===== src/rtl/d1spram_host.sv =====
// Request-side master for the d1spram single-port SRAM: optional zero-fill after reset,
// valid/ready request issue, one-cycle read capture and an in-order response FIFO.
module d1spram_host #(
    parameter int WIDTH     = 32,
    parameter int SIZE      = 4096,
    parameter int RSP_DEPTH = 2,
    parameter bit INIT_EN   = 1'b1,
    localparam int AW       = $clog2(SIZE)
) (
    input  logic             clk,
    input  logic             rst_n,
    input  logic             req_valid,
    output logic             req_ready,
    input  logic             req_we,
    input  logic [AW-1:0]    req_addr,
    input  logic [WIDTH-1:0] req_wdata,
    input  logic [3:0]       req_mask,
    output logic             rsp_valid,
    input  logic             rsp_ready,
    output logic [WIDTH-1:0] rsp_rdata,
    output logic             rsp_we,
    output logic             init_done,
    output logic             sram_wen,
    output logic             sram_ren,
    output logic [AW-1:0]    sram_waddr,
    output logic [AW-1:0]    sram_raddr,
    output logic [WIDTH-1:0] sram_wdata,
    output logic [3:0]       sram_mask,
    input  logic [WIDTH-1:0] sram_rdata
);

    localparam int PW = (RSP_DEPTH > 1) ? $clog2(RSP_DEPTH) : 1;
    localparam int CW = $clog2(RSP_DEPTH + 2);

    typedef enum logic {ST_INIT, ST_RUN} state_t;

    state_t           state;
    state_t           state_next;
    logic [AW-1:0]    init_cnt;
    logic             inflight;
    logic             inflight_we;
    logic [WIDTH-1:0] fifo_data [RSP_DEPTH];
    logic             fifo_we   [RSP_DEPTH];
    logic [PW-1:0]    wr_ptr;
    logic [PW-1:0]    rd_ptr;
    logic [CW-1:0]    count;
    logic [CW-1:0]    occupancy;
    logic             run;
    logic             fire;
    logic             push;
    logic             pop;

    function automatic logic [PW-1:0] ptr_inc(input logic [PW-1:0] p);
        return (p == PW'(RSP_DEPTH - 1)) ? '0 : p + PW'(1);
    endfunction

    // Every output is gated by rst_n so nothing reaches the SRAM while reset is held.
    assign run       = rst_n && (state == ST_RUN);
    assign init_done = run;
    assign rsp_valid = rst_n && (count != '0);
    assign pop       = rsp_valid && rsp_ready;
    assign push      = inflight;

    // A slot is reserved for the read/write still in flight, so the FIFO can never overflow.
    assign occupancy = count + CW'(inflight) - CW'(pop);
    assign req_ready = run && (occupancy < CW'(RSP_DEPTH));
    assign fire      = req_valid && req_ready;

    assign rsp_rdata = rsp_valid ? fifo_data[rd_ptr] : '0;
    assign rsp_we    = rsp_valid && fifo_we[rd_ptr];

    always_ff @(posedge clk or negedge rst_n) begin
        if (!rst_n) begin
            state    <= INIT_EN ? ST_INIT : ST_RUN;
            init_cnt <= '0;
        end else begin
            state <= state_next;
            if (state == ST_INIT) begin
                init_cnt <= init_cnt + AW'(1);
            end
        end
    end

    always_comb begin
        state_next = state;
        sram_wen   = 1'b0;
        sram_ren   = 1'b0;
        sram_waddr = '0;
        sram_raddr = '0;
        sram_wdata = '0;
        sram_mask  = '0;
        if (rst_n) begin
            if (state == ST_INIT) begin
                sram_wen  = 1'b1;
                sram_waddr = init_cnt;
                sram_mask = 4'hF;
                if (init_cnt == AW'(SIZE - 1)) begin
                    state_next = ST_RUN;
                end
            end else if (fire) begin
                if (req_we) begin
                    sram_wen   = 1'b1;
                    sram_waddr = req_addr;
                    sram_wdata = req_wdata;
                    sram_mask  = req_mask;
                end else begin
                    sram_ren   = 1'b1;
                    sram_raddr = req_addr;
                end
            end
        end
    end

    always_ff @(posedge clk or negedge rst_n) begin
        if (!rst_n) begin
            inflight    <= 1'b0;
            inflight_we <= 1'b0;
            wr_ptr      <= '0;
            rd_ptr      <= '0;
            count       <= '0;
        end else begin
            inflight    <= fire;
            inflight_we <= req_we;
            if (push) begin
                wr_ptr <= ptr_inc(wr_ptr);
            end
            if (pop) begin
                rd_ptr <= ptr_inc(rd_ptr);
            end
            count <= count + CW'(push) - CW'(pop);
        end
    end

    // Payload storage needs no reset; count alone decides what is valid.
    always_ff @(posedge clk) begin
        if (push) begin
            fifo_data[wr_ptr] <= inflight_we ? '0 : sram_rdata;
            fifo_we[wr_ptr]   <= inflight_we;
        end
    end

endmodule


===== config.mk =====
export PLATFORM = sky130hd
export DESIGN_NAME = d1spram_host
export DESIGN_NICKNAME = d
export VERILOG_FILES = /design/src/rtl/d1spram_host.sv
export SDC_FILE = /design/constraint.sdc
export NUM_CORES = 1
export LEC_CHECK = 0
export CAP_MARGIN = 20
export CORE_ASPECT_RATIO = 1.1
export CORE_MARGIN = 4
export CORE_UTILIZATION = 40
export CTS_CLUSTER_DIAMETER = 80
export DETAILED_ROUTE_END_ITERATION = 6
export GPL_TIMING_DRIVEN = 0
export MAX_ROUTING_LAYER = met4
export PLACE_DENSITY = 0.87
export SETUP_SLACK_MARGIN = 0.3
export SKIP_LAST_GASP = 1
export SYNTH_ARGS = -nofsm -noshare
export SYNTH_HDL_FRONTEND = slang
export SYNTH_SLANG_ARGS = --single-unit

===== constraint.sdc =====
create_clock -name clk -period 3.3 [get_ports clk]
set_input_delay 0.495 -clock clk [delete_from_list [all_inputs] [get_ports clk]]
set_output_delay 0.495 -clock clk [all_outputs]
set_load 0.1 [all_outputs]

Word-level counts from Yosys, hierarchy flattened:

Memory sizes are Yosys's and may differ from the RTL's.
Cells that the tools add are included.
W data, S select, Z words.

* shifts and indexed selects: 0
* divide/modulo/power cells: 0
* multiplexer cells: 32
* reductions and logical operators: 7
* equal/unequal tests: 1
* multiply operators: 0
* bitwise gates (word level): 0
* add/sub/neg operators: 5
* magnitude comparators: 1

Operators with widths (number)
* $mux W32: 6
* $mux W12: 8
* $mux W4: 4
* $mux W1: 14
* $add A12 B1 Y12 const B: 1
* $eq A12 B12 Y1 const B: 1
* $logic_and A1 B1 Y1: 6
* $add A1 B1 Y1 const B: 2
* $add A2 B1 Y2: 1
* $lt A2 B2 Y1 const B: 1
* $reduce_bool A2 Y1: 1
* $sub A2 B1 Y2: 1

* word-level logic and storage cells: 55
* memories kept: 2
* RAM bits: 66
* output and inout bits: 98
* memory bits (read-only): 0
* latch bits: 0
* flip-flop bits (word level): 19

Memory list
* fifo_data: words 2, width 32, read ports 1, clocked after Yosys merged registers in 0, wr ports 1, line 42 `logic [WIDTH-1:0] fifo_data [RSP_DEPTH];`
* fifo_we: words 2, width 1, read ports 1, clocked after Yosys merged registers in 0, wr ports 1, line 43 `logic fifo_we [RSP_DEPTH];`

Depth between registers and ports, before layout:

Gate-level depths: netlist of the first run.

* word-level depth: 10
* gate-level depth with buffers: 11
* depth with buffers taken out: 9

Worst setup path after synthesis of the first run:

No wires, ideal clock.

* path kind: reg-to-output
* start point: reg count[1]
* end point: out sram_raddr[10]
* path slack: -1.064 ns
* data arrival time: 3.869 ns
* cell stages (with the launch flop): 11
* path buffers: 1
* required time: 2.805 ns
* cells stage by stage: dfrtp_1 o21ai_1 inv_1 and2_1 ha_1 inv_1 ha_1 xor3_2 nor4b_4 buf_2 and2_1

* longest elaborated chain between the ends: 10
* elaborated cells on any way between the ends: 11
* those cells by class: add/sub: 2; order compare: 1; mux: 3; reduce/logical: 5

RTL lines
* start: declaration: line 46 `logic [CW-1:0] count;`
* start signal: assignment: line 130 `count <= count + CW'(push) - CW'(pop);`
* $reduce_bool A2 Y1: line 60 `assign rsp_valid = rst_n && (count != '0);`
* $logic_and A1 B1 Y1: line 60
* named net rsp_valid: line 18 `output logic rsp_valid,`
* $logic_and A1 B1 Y1: line 61 `assign pop = rsp_valid && rsp_ready;`
* named net pop: line 51 `logic pop;`
* $sub A2 B1 Y2: line 65 `assign occupancy = count + CW'(inflight) - CW'(pop);`
* named net occupancy[1]: line 47 `logic [CW-1:0] occupancy;`
* $lt A2 B2 Y1: line 66 `assign req_ready = run && (occupancy < CW'(RSP_DEPTH));`
* $logic_and A1 B1 Y1: line 66
* $logic_and A1 B1 Y1: line 67 `assign fire = req_valid && req_ready;`
* $mux W12: line 100 `end else if (fire) begin`
* $mux W12: line 93 `if (state == ST_INIT) begin`
* $mux W12: line 92 `if (rst_n) begin`
* end: declaration: line 26 `output logic [AW-1:0] sram_raddr,`

The timed path passes the listed nets, and every way through them passes these cells.

Worst setup path after layout of the first run:

* start point: reg count[0]
* end point: out sram_wdata[27]

* longest elaborated chain between the ends: 10
* elaborated cells on any way between the ends: 11
* those cells by class: add/sub: 2; order compare: 1; mux: 3; reduce/logical: 5

RTL lines
* $reduce_bool A2 Y1: line 60
* $logic_and A1 B1 Y1: line 60
* $logic_and A1 B1 Y1: line 61
* named net pop: line 51
* $sub A2 B1 Y2: line 65
* named net occupancy[1]: line 47
* $lt A2 B2 Y1: line 66
* $logic_and A1 B1 Y1: line 66
* $logic_and A1 B1 Y1: line 67
* $mux W32: line 100
* $mux W32: line 93
* $mux W32: line 92
* end: declaration: line 27 `output logic [WIDTH-1:0] sram_wdata,`

The timed path passes the listed nets, and every way through them passes these cells.

==> summary.txt, run 1 <==
Outcome
  – Outcome: complete, but fails checks
  – Failing checks: setup timing

Logic synthesis
  – Syn_nets: between 400 and 500
  – Synth warnings: 0
  – Syn Area/Cell: 12.7 sq um
  – Netlist cell types: 30
  – Mapped cell area: between 4000 and 5000 sq um
  – Sequential area share after synthesis: 0.611
  – Synth Instances: 317
  – Flops & latches, synth: 85

Setup path
  – CP Class: flop to output port
  – Element type at the critical path start: flop
  – Crit-path max FO: 8
  – Critical R2R Capture: inflight$_DFF_PN0_
  – Crit path required time: 2.80 ns
  – RR Startpoint: count[0]$_DFF_PN0_
  – Critical Path AT: 2.96 ns
  – Worst Reg2Reg Path Length in Cells: 11
  – Crit. End Element: output port
  – R2R setup slack: approximately 1.0 ns

Finish
  – Register area: approximately 2500 sq um
  – Ant. Diodes: 0
  – Final instance area: ~7400 sq um
  – Fin cells: 660
  – Share of cells above drive strength 1: 0.398
  – Multi-input logic area: 1750 sq um
  – Layout area overhead: 83.7%
  – Layout fillers: roughly 570
  – Nets: ~620

Global route
  – Vias in the first global route: approximately 3700
  – Antenna violations before repair: 0
  – First-pass GRT wire length: a little over 20 mm
  – Gr ovfl total: 0
  – Largest net degree at the start of global routing: 34
  – Total track usage: 0.234

CTS
  – Clock sinks: 85
  – TritonCTS clock tree: built
  – Hold_buf cts: 0
  – Inserted Clock Buffers: 9
  – Clk root buf: clkbuf_8
  – Clock Latency Late Sink: 0.34 ns
  – CTS H-tree depth: 3
  – CTS max path bufs: 2
  – CTS clk-pin slew, worst paths: 0.09 ns

Die
  – Full die area: 11700 sq um
  – Die height: about 110 um
  – Core area: ~9800 sq um
  – Die W: just over 100 um
  – IO Pins: roughly 180
  – Row count: 38
  – Starting Density: 0.409

Timing
  – Setup violations, final: a little under 60
  – Final slew viol count: 0
  – Max_slew headroom: 0.316
  – Hold slack: between 0.03 and 0.04 ns
  – RSZ-0062 raised after global routing: true
  – Worst Skew: 0.00634 ns
  – PnR worst setup slack: -0.153 ns
  – Fin. Hold Viols: 0
  – Pin slew with the least headroom to its limit: around 1.0 ns
  – Final period util: 1.05
  – Fmax: 290 MHz
  – Fin crit period: approximately 3.5 ns

Routing
  – Vias per inst: slightly above 5
  – Routed len/inst: 21.7 um
  – ANT nets after route: 0
  – Vias: 3386
  – 1st-iter DRT viols: around 100
  – DRC violations left: 0
  – Drt first pass iters: 4
  – Final WL: roughly 14 mm

Placed design
  – Post-place instance area: about 6300 sq um
  – Dpl ws: -2.12 ns
  – GP Congestion: roughly 0.77
  – Placed cell count: between 600 and 700
  – PortBufs: around 180
  – DP HPWL: ~8 mm

Power
  – Clock power frac: 0.146
  – Sw frac: 0.486
  – Sw Pwr: 2.41 mW
  – Static leakage: a little over 3 nW
  – Sequential group share of total power: 0.276
  – Gate power share: 0.578
  – PwrDens: roughly 670 nW/um^2
  – Worst vdd ir: roughly 580 uV
  – Int Pwr: around 2.6 mW

Hold path
  – Hold Path Class: input pin to asynchronous set/reset pin

Job
  – Max-cap viol count: 0
==> cells by family after synthesis <==
logic type                 synth area share
AOI/OAI and AO/OA                    0.0367
adders and majority gates           0.00933
buffers and inverters                0.0286
xor gates and xnor gates             0.0345
muxes                                0.0849
DFF                                   0.611
and+or+nand+nor                       0.195
==> power by group through the flow <==
stage	sequential (mW)	combinational (mW)	clock [mW]
after global routing	1.38	2.97	0.788
final	1.37	2.87	0.728
after floorplan	1.37	1.99	0
after detailed placement	1.39	2.59	0
after CTS	1.37	2.78	0.731
after global placement	1.38	2.56	0
==> cells in the mapped netlist <==
library cell | n | area, sq um
a21o_1 | 4 | 30.0
a22o_1 | 12 | 105
and2_1 | 47 | 294
and3b_1 | 1 | 8.76
buf_1 | 1 | 3.75
buf_2 | 5 | 25.0
buf_6 | 2 | 22.5
clkbuf_1 | 11 | 41.3
dfrtp_1 | 19 | 475
edfxtp_1 | 66 | 1980
ha_1 | 3 | 37.5
inv_1 | 6 | 22.5
mux2_2 | 1 | 11.3
mux2i_1 | 33 | 330
nand2_1 | 6 | 22.5
nand3_1 | 1 | 5.00
nand3b_1 | 1 | 7.51
nand4_1 | 4 | 25.0
nand4b_1 | 1 | 8.76
nor2_1 | 36 | 135
nor2b_1 | 34 | 213
nor3_1 | 4 | 20.0
nor3_4 | 1 | 16.3
nor4b_4 | 1 | 23.8
o21ai_1 | 1 | 5.00
o31ai_1 | 1 | 7.51
or2_2 | 1 | 6.26
xnor2_1 | 6 | 52.6
xor2_1 | 7 | 61.3
xor3_2 | 1 | 25.0
==> through the flow <==
step           setup TNS [ns]   util  total power, mW
2_1_floorplan           -7.90      -             3.37
3_3_place_gp          -143.12  0.643             3.94
3_5_place_dp          -149.44  0.644             3.98
4_1_cts                 -1.91  0.745             4.88
5_1_grt                -12.18  0.751             5.14
6_report                -6.22  0.751             4.97
==> worst max-delay path by stage <==
stage                       startpoint             end  depth (start not counted)
finish              count[0]$_DFF_PN0_  sram_wdata[27]                         13
global route        count[0]$_DFF_PN0_  sram_wdata[27]                         13
CTS                 count[0]$_DFF_PN0_  sram_wdata[23]                         13
detailed placement               rst_n  sram_wdata[21]                         13
global placement                 rst_n  sram_wdata[23]                         13
floorplan           count[1]$_DFF_PN0_  sram_raddr[10]                         10
==> layout by cell type (no fill, tap or decap), types with 2 or more instances in the layout <==
| cell type | netlist | layout |
|---|---|---|
| a21o_4 | 0 | 4 |
| a22o_4 | 0 | 12 |
| and2_2 | 0 | 2 |
| and2_4 | 0 | 44 |
| buf_12 | 0 | 68 |
| buf_2 | 5 | 3 |
| buf_4 | 0 | 14 |
| buf_6 | 2 | 5 |
| buf_8 | 0 | 3 |
| clkbuf_1 | 11 | 11 |
| clkbuf_16 | 0 | 4 |
| clkbuf_2 | 0 | 25 |
| clkbuf_8 | 0 | 9 |
| clkdlybuf4s15_2 | 0 | 4 |
| clkdlybuf4s50_1 | 0 | 84 |
| clkinvlp_4 | 0 | 2 |
| dfrtp_1 | 19 | 19 |
| dlymetal6s2s_1 | 0 | 4 |
| edfxtp_1 | 66 | 66 |
| ha_4 | 0 | 2 |
| inv_1 | 6 | 4 |
| mux2i_1 | 33 | 33 |
| nand2_1 | 6 | 6 |
| nand4_1 | 4 | 4 |
| nor2_1 | 36 | 35 |
| nor2b_1 | 34 | 33 |
| nor3_1 | 4 | 4 |
| xnor2_1 | 6 | 6 |
| xor2_1 | 7 | 7 |
==> critical path: stages, from the launching register on <==
cell	delay [ns]
dfrtp_1	0.43
o21ai_4	0.19
clkinvlp_4	0.12
and2_4	0.16
ha_4	0.26
inv_2	0.04
ha_4	0.14
xor3_2	0.29
nor3_4	0.21
buf_6	0.18
buf_12	0.14
clkbuf_16	0.13
and2_4	0.15
buf_12	0.17
==> routing by layer <==
metal  part of all wire  up-vias  GRT usage
li1                   -     1530          -
met1               0.35     1683      0.248
met2               0.57      147      0.430
met3              0.052       26     0.0582
met4              0.022        0     0.0780
met5                  0        -          -
==> final cells by class <==
| type | instances | share of cell area |
|---|---|---|
| timing repair buffer | 207 | 0.357 |
| sequential | 85 | 0.332 |
| multi-input combinational | 207 | 0.236 |
| buffer | 19 | 0.0240 |
| tap | 120 | 0.0203 |
| clock buffer | 11 | 0.0178 |
| clock inverter | 5 | 0.00813 |
| inverter | 6 | 0.00356 |
==> state kept, by name, indices dropped and copies added (netlist names) <==
signal,count
inflight,1
inflight_we,1
fifo_data,64
wr_ptr,1
rd_ptr,1
count,2
state,1
init_cnt,12
fifo_we,2
==> repair_timing <==
item | CTS | global route
endpoints found under the setup margin | 98 | 92
resized for setup | 623 | 59
pin swaps | 2 | 1
setup buffers | 12 | 8
cloned | 3 | 2
No activity file was read; power rests on OpenSTA's default activity.
==> run 2: changes to the inputs <==
--- a/config.mk
+++ b/config.mk
@@ -8,12 +8,12 @@
 export CAP_MARGIN = 20
 export CORE_ASPECT_RATIO = 1.1
 export CORE_MARGIN = 4
-export CORE_UTILIZATION = 40
+export CORE_UTILIZATION = 42
 export CTS_CLUSTER_DIAMETER = 80
 export DETAILED_ROUTE_END_ITERATION = 6
 export GPL_TIMING_DRIVEN = 0
 export MAX_ROUTING_LAYER = met4
-export PLACE_DENSITY = 0.87
+export PLACE_DENSITY = 0.9
 export SETUP_SLACK_MARGIN = 0.3
 export SKIP_LAST_GASP = 1
 export SYNTH_ARGS = -nofsm -noshare
==> summary.txt, run 2 (synthesized netlist as in run 1, its figures left out) <==
Outcome
  – Outcome: complete, but fails checks (unchanged)
  – Failing checks: setup timing (unchanged)

Finish
  – Most frequent cells in the layout: clkdlybuf4s50_1, buf_12, edfxtp_1 (unchanged)
  – Ant. Diodes: 0 (unchanged)
  – Leading cell type in the layout, fill and taps excluded: clkdlybuf4s50_1 (unchanged)
  – Share of cells above drive strength 1: 0.403 (was 0.398)
  – Max reg flops: 64 (unchanged)
  – Largest regs: fifo_data: 64 flops, init_cnt: 12 flops (unchanged)
  – Layout area overhead: 84.3% (was 83.7%)
  – Nets: 626 (was 623)
  – Largest reg by FF count: fifo_data (unchanged)
  – Fin cells: 660 (unchanged)
  – Final Util: 0.793 (was 0.751)
  – Layout fillers: 509 (was 568)

Job
  – Max-cap viol count: 0 (unchanged)

Placed design
  – DP HPWL: 8.17 mm (was 8.23 mm)
  – Placed cell count: 616 (was 619)
  – PortBufs: 182 (unchanged)
  – GP Congestion: 0.891 (was 0.773)

Routing
  – Vias: 3402 (was 3386)
  – Final WL: 14.5 mm (was 14.3 mm)
  – Drt first pass iters: 4 (unchanged)
  – ANT nets after route: 0 (unchanged)
  – 1st-iter DRT viols: 141 (was 101)
  – Routed len/inst: 22.0 um (was 21.7 um)
  – DRC violations left: 0 (unchanged)
  – Vias per inst: 5.15 (was 5.13)

Setup path
  – Crit path required time: 2.80 ns (about the same)
  – Element type at the critical path start: flop (unchanged)
  – CP Class: flop to output port (unchanged)
  – Worst path slowest cell: dfrtp_1 (unchanged)
  – Crit-path max FO: 5 (was 8)
  – Crit. End Element: output port (unchanged)
  – Critical Path AT: 3.03 ns (was 2.96 ns)
  – Top delay family on crit path: buffers and inverters (unchanged)
  – CP Cell Sequence: o21ai_4 > clkinvlp_4 > and2_4 > ha_4 > inv_2 > ha_4 > xor3_2 > nor4b_4 > buf_4 > buf_6 > buf_12 > and2_4 > buf_12 (was o21ai_4 > clkinvlp_4 > and2_4 > ha_4 > inv_2 > ha_4 > xor3_2 > nor3_4 > buf_6 > buf_12 > clkbuf_16 > and2_4 > buf_12)
  – Crit path buf inv count: 6 (unchanged)
  – Crit path largest cell delay: 0.43 ns (about the same)

Die
  – Starting Density: 0.430 (was 0.409)
  – IO Pins: 183 (unchanged)
  – Die W: 101 um (was 104 um)
  – Die height: 111 um (was 113 um)
  – Core area: 9350 sq um (was 9840 sq um)
  – Full die area: 11200 sq um (was 11700 sq um)
  – Row count: 37 (was 38)

Power
  – Worst vdd ir: 389 uV (was 577 uV)
  – Clock power frac: 0.145 (was 0.146)
  – Int Pwr: 2.57 mW (was 2.56 mW)
  – PwrDens: 674 nW/um^2 (was 673 nW/um^2)
  – Sw Pwr: 2.42 mW (was 2.41 mW)
  – Tot Pwr: 5.00 mW (was 4.97 mW)
  – Static leakage: 3.13 nW (was 3.11 nW)
  – Gate power share: 0.582 (was 0.578)
  – Sw frac: 0.485 (was 0.486)
  – Sequential group share of total power: 0.273 (was 0.276)

Timing
  – PnR worst setup slack: -0.225 ns (was -0.153 ns)
  – Fmax: 284 MHz (was 290 MHz)
  – Worst Skew: 0.0127 ns (was 0.00634 ns)
  – Max_slew headroom: 0.334 (was 0.316)
  – RSZ-0062 raised after global routing: true (unchanged)
  – Fin crit period: 3.53 ns (was 3.45 ns)
  – Final period util: 1.07 (was 1.05)
  – Hold slack: 0.0377 ns (was 0.0347 ns)
  – Final slew viol count: 0 (unchanged)
  – Fin. Hold Viols: 0 (unchanged)
  – Setup violations, final: 62 (was 59)
  – Pin slew with the least headroom to its limit: 0.996 ns (was 1.02 ns)

Global route
  – Gr ovfl total: 0 (unchanged)
  – Antenna violations before repair: 0 (unchanged)
  – Total track usage: 0.251 (was 0.234)
  – First-pass GRT wire length: 20.8 mm (was 20.5 mm)
  – Vias in the first global route: 3801 (was 3708)
  – Largest net degree at the start of global routing: 34 (unchanged)

CTS
  – CTS H-tree depth: 3 (unchanged)
  – Clk root buf: clkbuf_8 (unchanged)
  – Inserted Clock Buffers: 9 (unchanged)
  – Clock sinks: 85 (unchanged)
  – Hold_buf cts: 0 (unchanged)
  – CTS max path bufs: 2 (unchanged)
  – CTS clk-pin slew, worst paths: 0.09 ns (about the same)
  – TritonCTS clock tree: built (unchanged)
  – Clock Latency Late Sink: 0.34 ns (about the same)

Hold path
  – Hold Path Class: input pin to asynchronous set/reset pin (unchanged)
==> run 2: routing by layer <==
metal / track usage / vias up / part of all wire
li1: - / 1538 / -
met1: 0.276 / 1667 / 0.34
met2: 0.448 / 157 / 0.56
met3: 0.0522 / 40 / 0.051
met4: 0.0798 / 0 / 0.045
met5: - / - / 0
==> run 2: repair_timing <==
action                                  CTS  global route
pin swaps                                 4             2
cloned                                    5             0
buffers inserted                         13            10
endpoints found under the setup margin   99            96
resized for setup                       618            75
endpoints found under the hold margin     0             0
==> run 2: path summary, 6_finish.rpt <==
kind / start / end / slack, ns / depth (start not counted)
min: rst_n / init_cnt[5]$_DFFE_PN0N_ / 0.04 / 1
max in group asynchronous: rst_n / init_cnt[11]$_DFFE_PN0N_ / 3.02 / 1
min reg2reg: wr_ptr$_DFFE_PN0P_ / wr_ptr$_DFFE_PN0P_ / 0.54 / 1
max: count[1]$_DFF_PN0_ / sram_raddr[5] / -0.23 / 13
max reg2reg: count[1]$_DFF_PN0_ / inflight$_DFF_PN0_ / 0.95 / 10
min in group clk: wr_ptr$_DFFE_PN0P_ / wr_ptr$_DFFE_PN0P_ / 0.54 / 1
==> run 2: layout make-up <==
cell class                 count  area (sq um)  share of cell area
buffer                        19           163              0.0219
multi-input combinational    207          1750               0.236
clock inverter                 6          63.8             0.00860
clock buffer                  10           128              0.0172
sequential                    85          2460               0.331
timing repair buffer         210          2680               0.362
tap                          117           146              0.0197
inverter                       6          26.3             0.00354
==> run 2: worst reg2reg max path, cell delays in order (launching register included) <==
cell and delay (ns):
dfrtp_1 0.43, o21ai_4 0.19, clkinvlp_4 0.11, and2_4 0.15, ha_4 0.25, inv_2 0.03
ha_4 0.14, xor3_2 0.32, buf_4 0.19, nor2_2 0.23, and2_1 0.22
==> run 2: per-stage QoR <==
step	cell area, sq um	setup TNS [ns]	worst slack [ns]
3_3_place_gp	6320	-144.66	-2.06
4_1_cts	7370	-3.22	-0.164
2_1_floorplan	4350	-7.90	-0.242
3_5_place_dp	6330	-151.04	-2.15
5_1_grt	7420	-12.75	-0.343
6_report	7420	-6.38	-0.225
==> run 2: power by group through the flow <==
stage / Combinational (mW) / Clock, mW / Sequential [mW]
6_report: 2.91 / 0.726 / 1.36
5_1_grt: 3.01 / 0.788 / 1.38
4_1_cts: 2.80 / 0.724 / 1.37
3_5_place_dp: 2.59 / 0 / 1.39
3_3_place_gp: 2.56 / 0 / 1.38
2_1_floorplan: 1.99 / 0 / 1.37
==> run 3: changes to the inputs <==
--- a/config.mk
+++ b/config.mk
@@ -5,13 +5,13 @@
 export SDC_FILE = /design/constraint.sdc
 export NUM_CORES = 1
 export LEC_CHECK = 0
-export CAP_MARGIN = 20
 export CORE_ASPECT_RATIO = 1.1
 export CORE_MARGIN = 4
 export CORE_UTILIZATION = 42
 export CTS_CLUSTER_DIAMETER = 80
 export DETAILED_ROUTE_END_ITERATION = 6
 export GPL_TIMING_DRIVEN = 0
+export HOLD_SLACK_MARGIN = 0.15
 export MAX_ROUTING_LAYER = met4
 export PLACE_DENSITY = 0.9
 export SETUP_SLACK_MARGIN = 0.3
==> constraint.sdc (replaced) <==
create_clock -name clk -period 3.3 [get_ports clk]
set_input_delay 0.66 -clock clk [delete_from_list [all_inputs] [get_ports clk]]
set_output_delay 0.66 -clock clk [all_outputs]
set_load 0.1 [all_outputs]
==> summary.txt, run 3 (synthesized netlist as in run 1, its figures left out) <==
Global route
  – Gr ovfl total: 0 (unchanged)
  – First-pass GRT wire length: 20.5 mm (was 20.8 mm)
  – Largest net degree at the start of global routing: 34 (unchanged)
  – Vias in the first global route: 3661 (was 3801)
  – Antenna violations before repair: 0 (unchanged)
  – Total track usage: 0.246 (was 0.251)

Power
  – Static leakage: 3.01 nW (was 3.13 nW)
  – Worst vdd ir: 377 uV (was 389 uV)
  – PwrDens: 687 nW/um^2 (was 674 nW/um^2)

Die
  – IO Pins: 183 (unchanged)
  – Starting Density: 0.430 (unchanged)
  – Full die area: 11200 sq um (unchanged)
  – Row count: 37 (unchanged)
  – Die W: 101 um (unchanged)
  – Die height: 111 um (unchanged)
  – Core area: 9350 sq um (unchanged)

Setup path
  – Worst path slowest cell: dfrtp_1 (unchanged)
  – CP Class: flop to output port (unchanged)
  – Crit-path max FO: 5 (unchanged)
  – CP Cell Sequence: o21ai_4 > clkinvlp_4 > and2_4 > ha_4 > inv_2 > ha_4 > xor3_2 > nor4b_4 > buf_4 > clkbuf_16 > and2_4 > buf_12 (was o21ai_4 > clkinvlp_4 > and2_4 > ha_4 > inv_2 > ha_4 > xor3_2 > nor4b_4 > buf_4 > buf_6 > buf_12 > and2_4 > buf_12)
  – Crit path required time: 2.64 ns (was 2.80 ns)
  – Crit. End Element: output port (unchanged)
  – Critical Path AT: 2.97 ns (was 3.03 ns)
  – Crit path largest cell delay: 0.42 ns (was 0.43 ns)
  – Element type at the critical path start: flop (unchanged)

Finish
  – Leading cell type in the layout, fill and taps excluded: clkdlybuf4s50_1 (unchanged)
  – Largest reg by FF count: fifo_data (unchanged)
  – Fin cells: 649 (was 660)
  – Max reg flops: 64 (unchanged)
  – Largest regs: fifo_data: 64 flops, init_cnt: 12 flops (unchanged)
  – Nets: 615 (was 626)
  – Layout area overhead: 84.7% (was 84.3%)
  – Ant. Diodes: 0 (unchanged)
  – Most frequent cells in the layout: clkdlybuf4s50_1, edfxtp_1, buf_12 (was clkdlybuf4s50_1, buf_12, edfxtp_1)
  – Share of cells above drive strength 1: 0.391 (was 0.403)

Timing
  – Pin slew with the least headroom to its limit: 1.03 ns (was 0.996 ns)
  – Worst Skew: 0.00959 ns (was 0.0127 ns)
  – PnR worst setup slack: -0.333 ns (was -0.225 ns)
  – RSZ-0062 raised after global routing: true (unchanged)
  – Fmax: 275 MHz (was 284 MHz)
  – Fin. Hold Viols: 0 (unchanged)
  – Final period util: 1.10 (was 1.07)
  – Max_slew headroom: 0.314 (was 0.334)
  – Final slew viol count: 0 (unchanged)
  – Setup Total Neg Slack: -14.95 ns (was -6.38 ns)
  – Setup violations, final: 62 (unchanged)
  – Fin crit period: 3.63 ns (was 3.53 ns)

Placed design
  – PortBufs: 182 (unchanged)
  – Dpl ws: -2.45 ns (was -2.15 ns)
  – Placed cell count: 616 (unchanged)
  – GP Congestion: 0.868 (was 0.891)
  – DP HPWL: 7.97 mm (was 8.17 mm)

CTS
  – Inserted Clock Buffers: 9 (unchanged)
  – CTS clk-pin slew, worst paths: 0.09 ns (about the same)
  – Clk root buf: clkbuf_8 (unchanged)
  – Clock Latency Late Sink: 0.35 ns (was 0.34 ns)
  – TritonCTS clock tree: built (unchanged)
  – CTS max path bufs: 2 (unchanged)
  – Clock sinks: 85 (unchanged)
  – CTS H-tree depth: 3 (unchanged)

Job
  – Max-cap viol count: 0 (unchanged)

Outcome
  – Failing checks: setup timing (unchanged)
  – Outcome: complete, but fails checks (unchanged)

Routing
  – Drt first pass iters: 5 (was 4)
  – Vias per inst: 5.22 (was 5.15)
  – DRC violations left: 0 (unchanged)
  – 1st-iter DRT viols: 133 (was 141)
  – Final WL: 14.1 mm (was 14.5 mm)
  – Vias: 3387 (was 3402)
  – ANT nets after route: 0 (unchanged)
  – Routed len/inst: 21.7 um (was 22.0 um)

Hold path
  – Hold Path Class: flop to flop (was input pin to asynchronous set/reset pin)
run 3: cell count changes in the layout (fill, tap and decap cells not counted), moves of 2 or more:
cell / change
dlygate4sd2_1: +4
bufinv_16: +2
clkdlybuf4s15_2: +28
buf_8: -5
buf_4: -5
clkinv_4: -2
clkbuf_2: -28
dlymetal6s2s_1: -4
buf_12: -2
clkbuf_8: +4
buf_16: -4
run 3: path summary, 6_finish.rpt:
check                      slack [ns]  cells past startpoint                      end               start
max                             -0.33                     12            sram_raddr[4]  count[0]$_DFF_PN0_
min in group asynchronous        1.00                      2       rd_ptr$_DFFE_PN0P_               rst_n
min reg2reg                      0.55                      1       wr_ptr$_DFFE_PN0P_  wr_ptr$_DFFE_PN0P_
max in group asynchronous        1.75                      2  init_cnt[1]$_DFFE_PN0N_               rst_n
min                              0.55                      1       wr_ptr$_DFFE_PN0P_  wr_ptr$_DFFE_PN0P_
max reg2reg                      1.03                     11       inflight$_DFF_PN0_  count[0]$_DFF_PN0_
run 3: layer usage:
layer / part of all wire / up-vias / track usage
li1: - / 1516 / -
met1: 0.34 / 1622 / 0.275
met2: 0.54 / 184 / 0.427
met3: 0.066 / 65 / 0.0478
met4: 0.056 / 0 / 0.0931
met5: 0 / - / -
run 3: layout make-up:
class                           count  area, sq um
Inverter                            6         26.3
Tap cell                          117          146
Multi-Input combinational cell    207         1750
Clock inverter                      6          110
Timing Repair Buffer              199         2670
Buffer                             19          138
Clock buffer                       10          128
Fill cell                         498         1920
Sequential cell                    85         2460
run 3: critical path, delay by kind of cell, from the launching register on:
kind / cells / cell delay (ns)
adders and majority gates: 2 / 0.40
AOI/OAI and AO/OA: 1 / 0.19
DFF: 1 / 0.42
xor gates and xnor gates: 1 / 0.31
buffers and inverters: 5 / 0.68
and+or+nand+nor: 3 / 0.62
run 3: what timing repair did:
item / in CTS / in global routing
hold buffers: 1 / 0
pin swaps: 3 / 3
endpoints found under the hold margin: 19 / 0
cloned: 3 / 1
resized for setup: 669 / 16
setup buffers: 8 / 4
endpoints found under the setup margin: 99 / 65
run 3: metrics by stage:
stage / area (sq um) / hold WS [ns] / total power [mW] / utilization
3_5_place_dp: 6330 / 0.528 / 3.98 / 0.677
6_report: 7430 / 0.545 / 5.10 / 0.795
5_1_grt: 7430 / 0.572 / 5.28 / 0.795
4_1_cts: 7320 / 0.541 / 5.04 / 0.783
2_1_floorplan: 4350 / 0.364 / 3.37 / -
3_3_place_gp: 6320 / 0.467 / 3.94 / 0.676
run 3: report_power, final:
| part | internal [mW] | total [mW] | switching [mW] | leakage, nW |
|---|---|---|---|---|
| clock | 0.503 | 0.866 | 0.363 | 0.115 |
| combinational | 0.906 | 2.87 | 1.97 | 2.03 |
| sequential | 1.31 | 1.36 | 0.0522 | 0.858 |
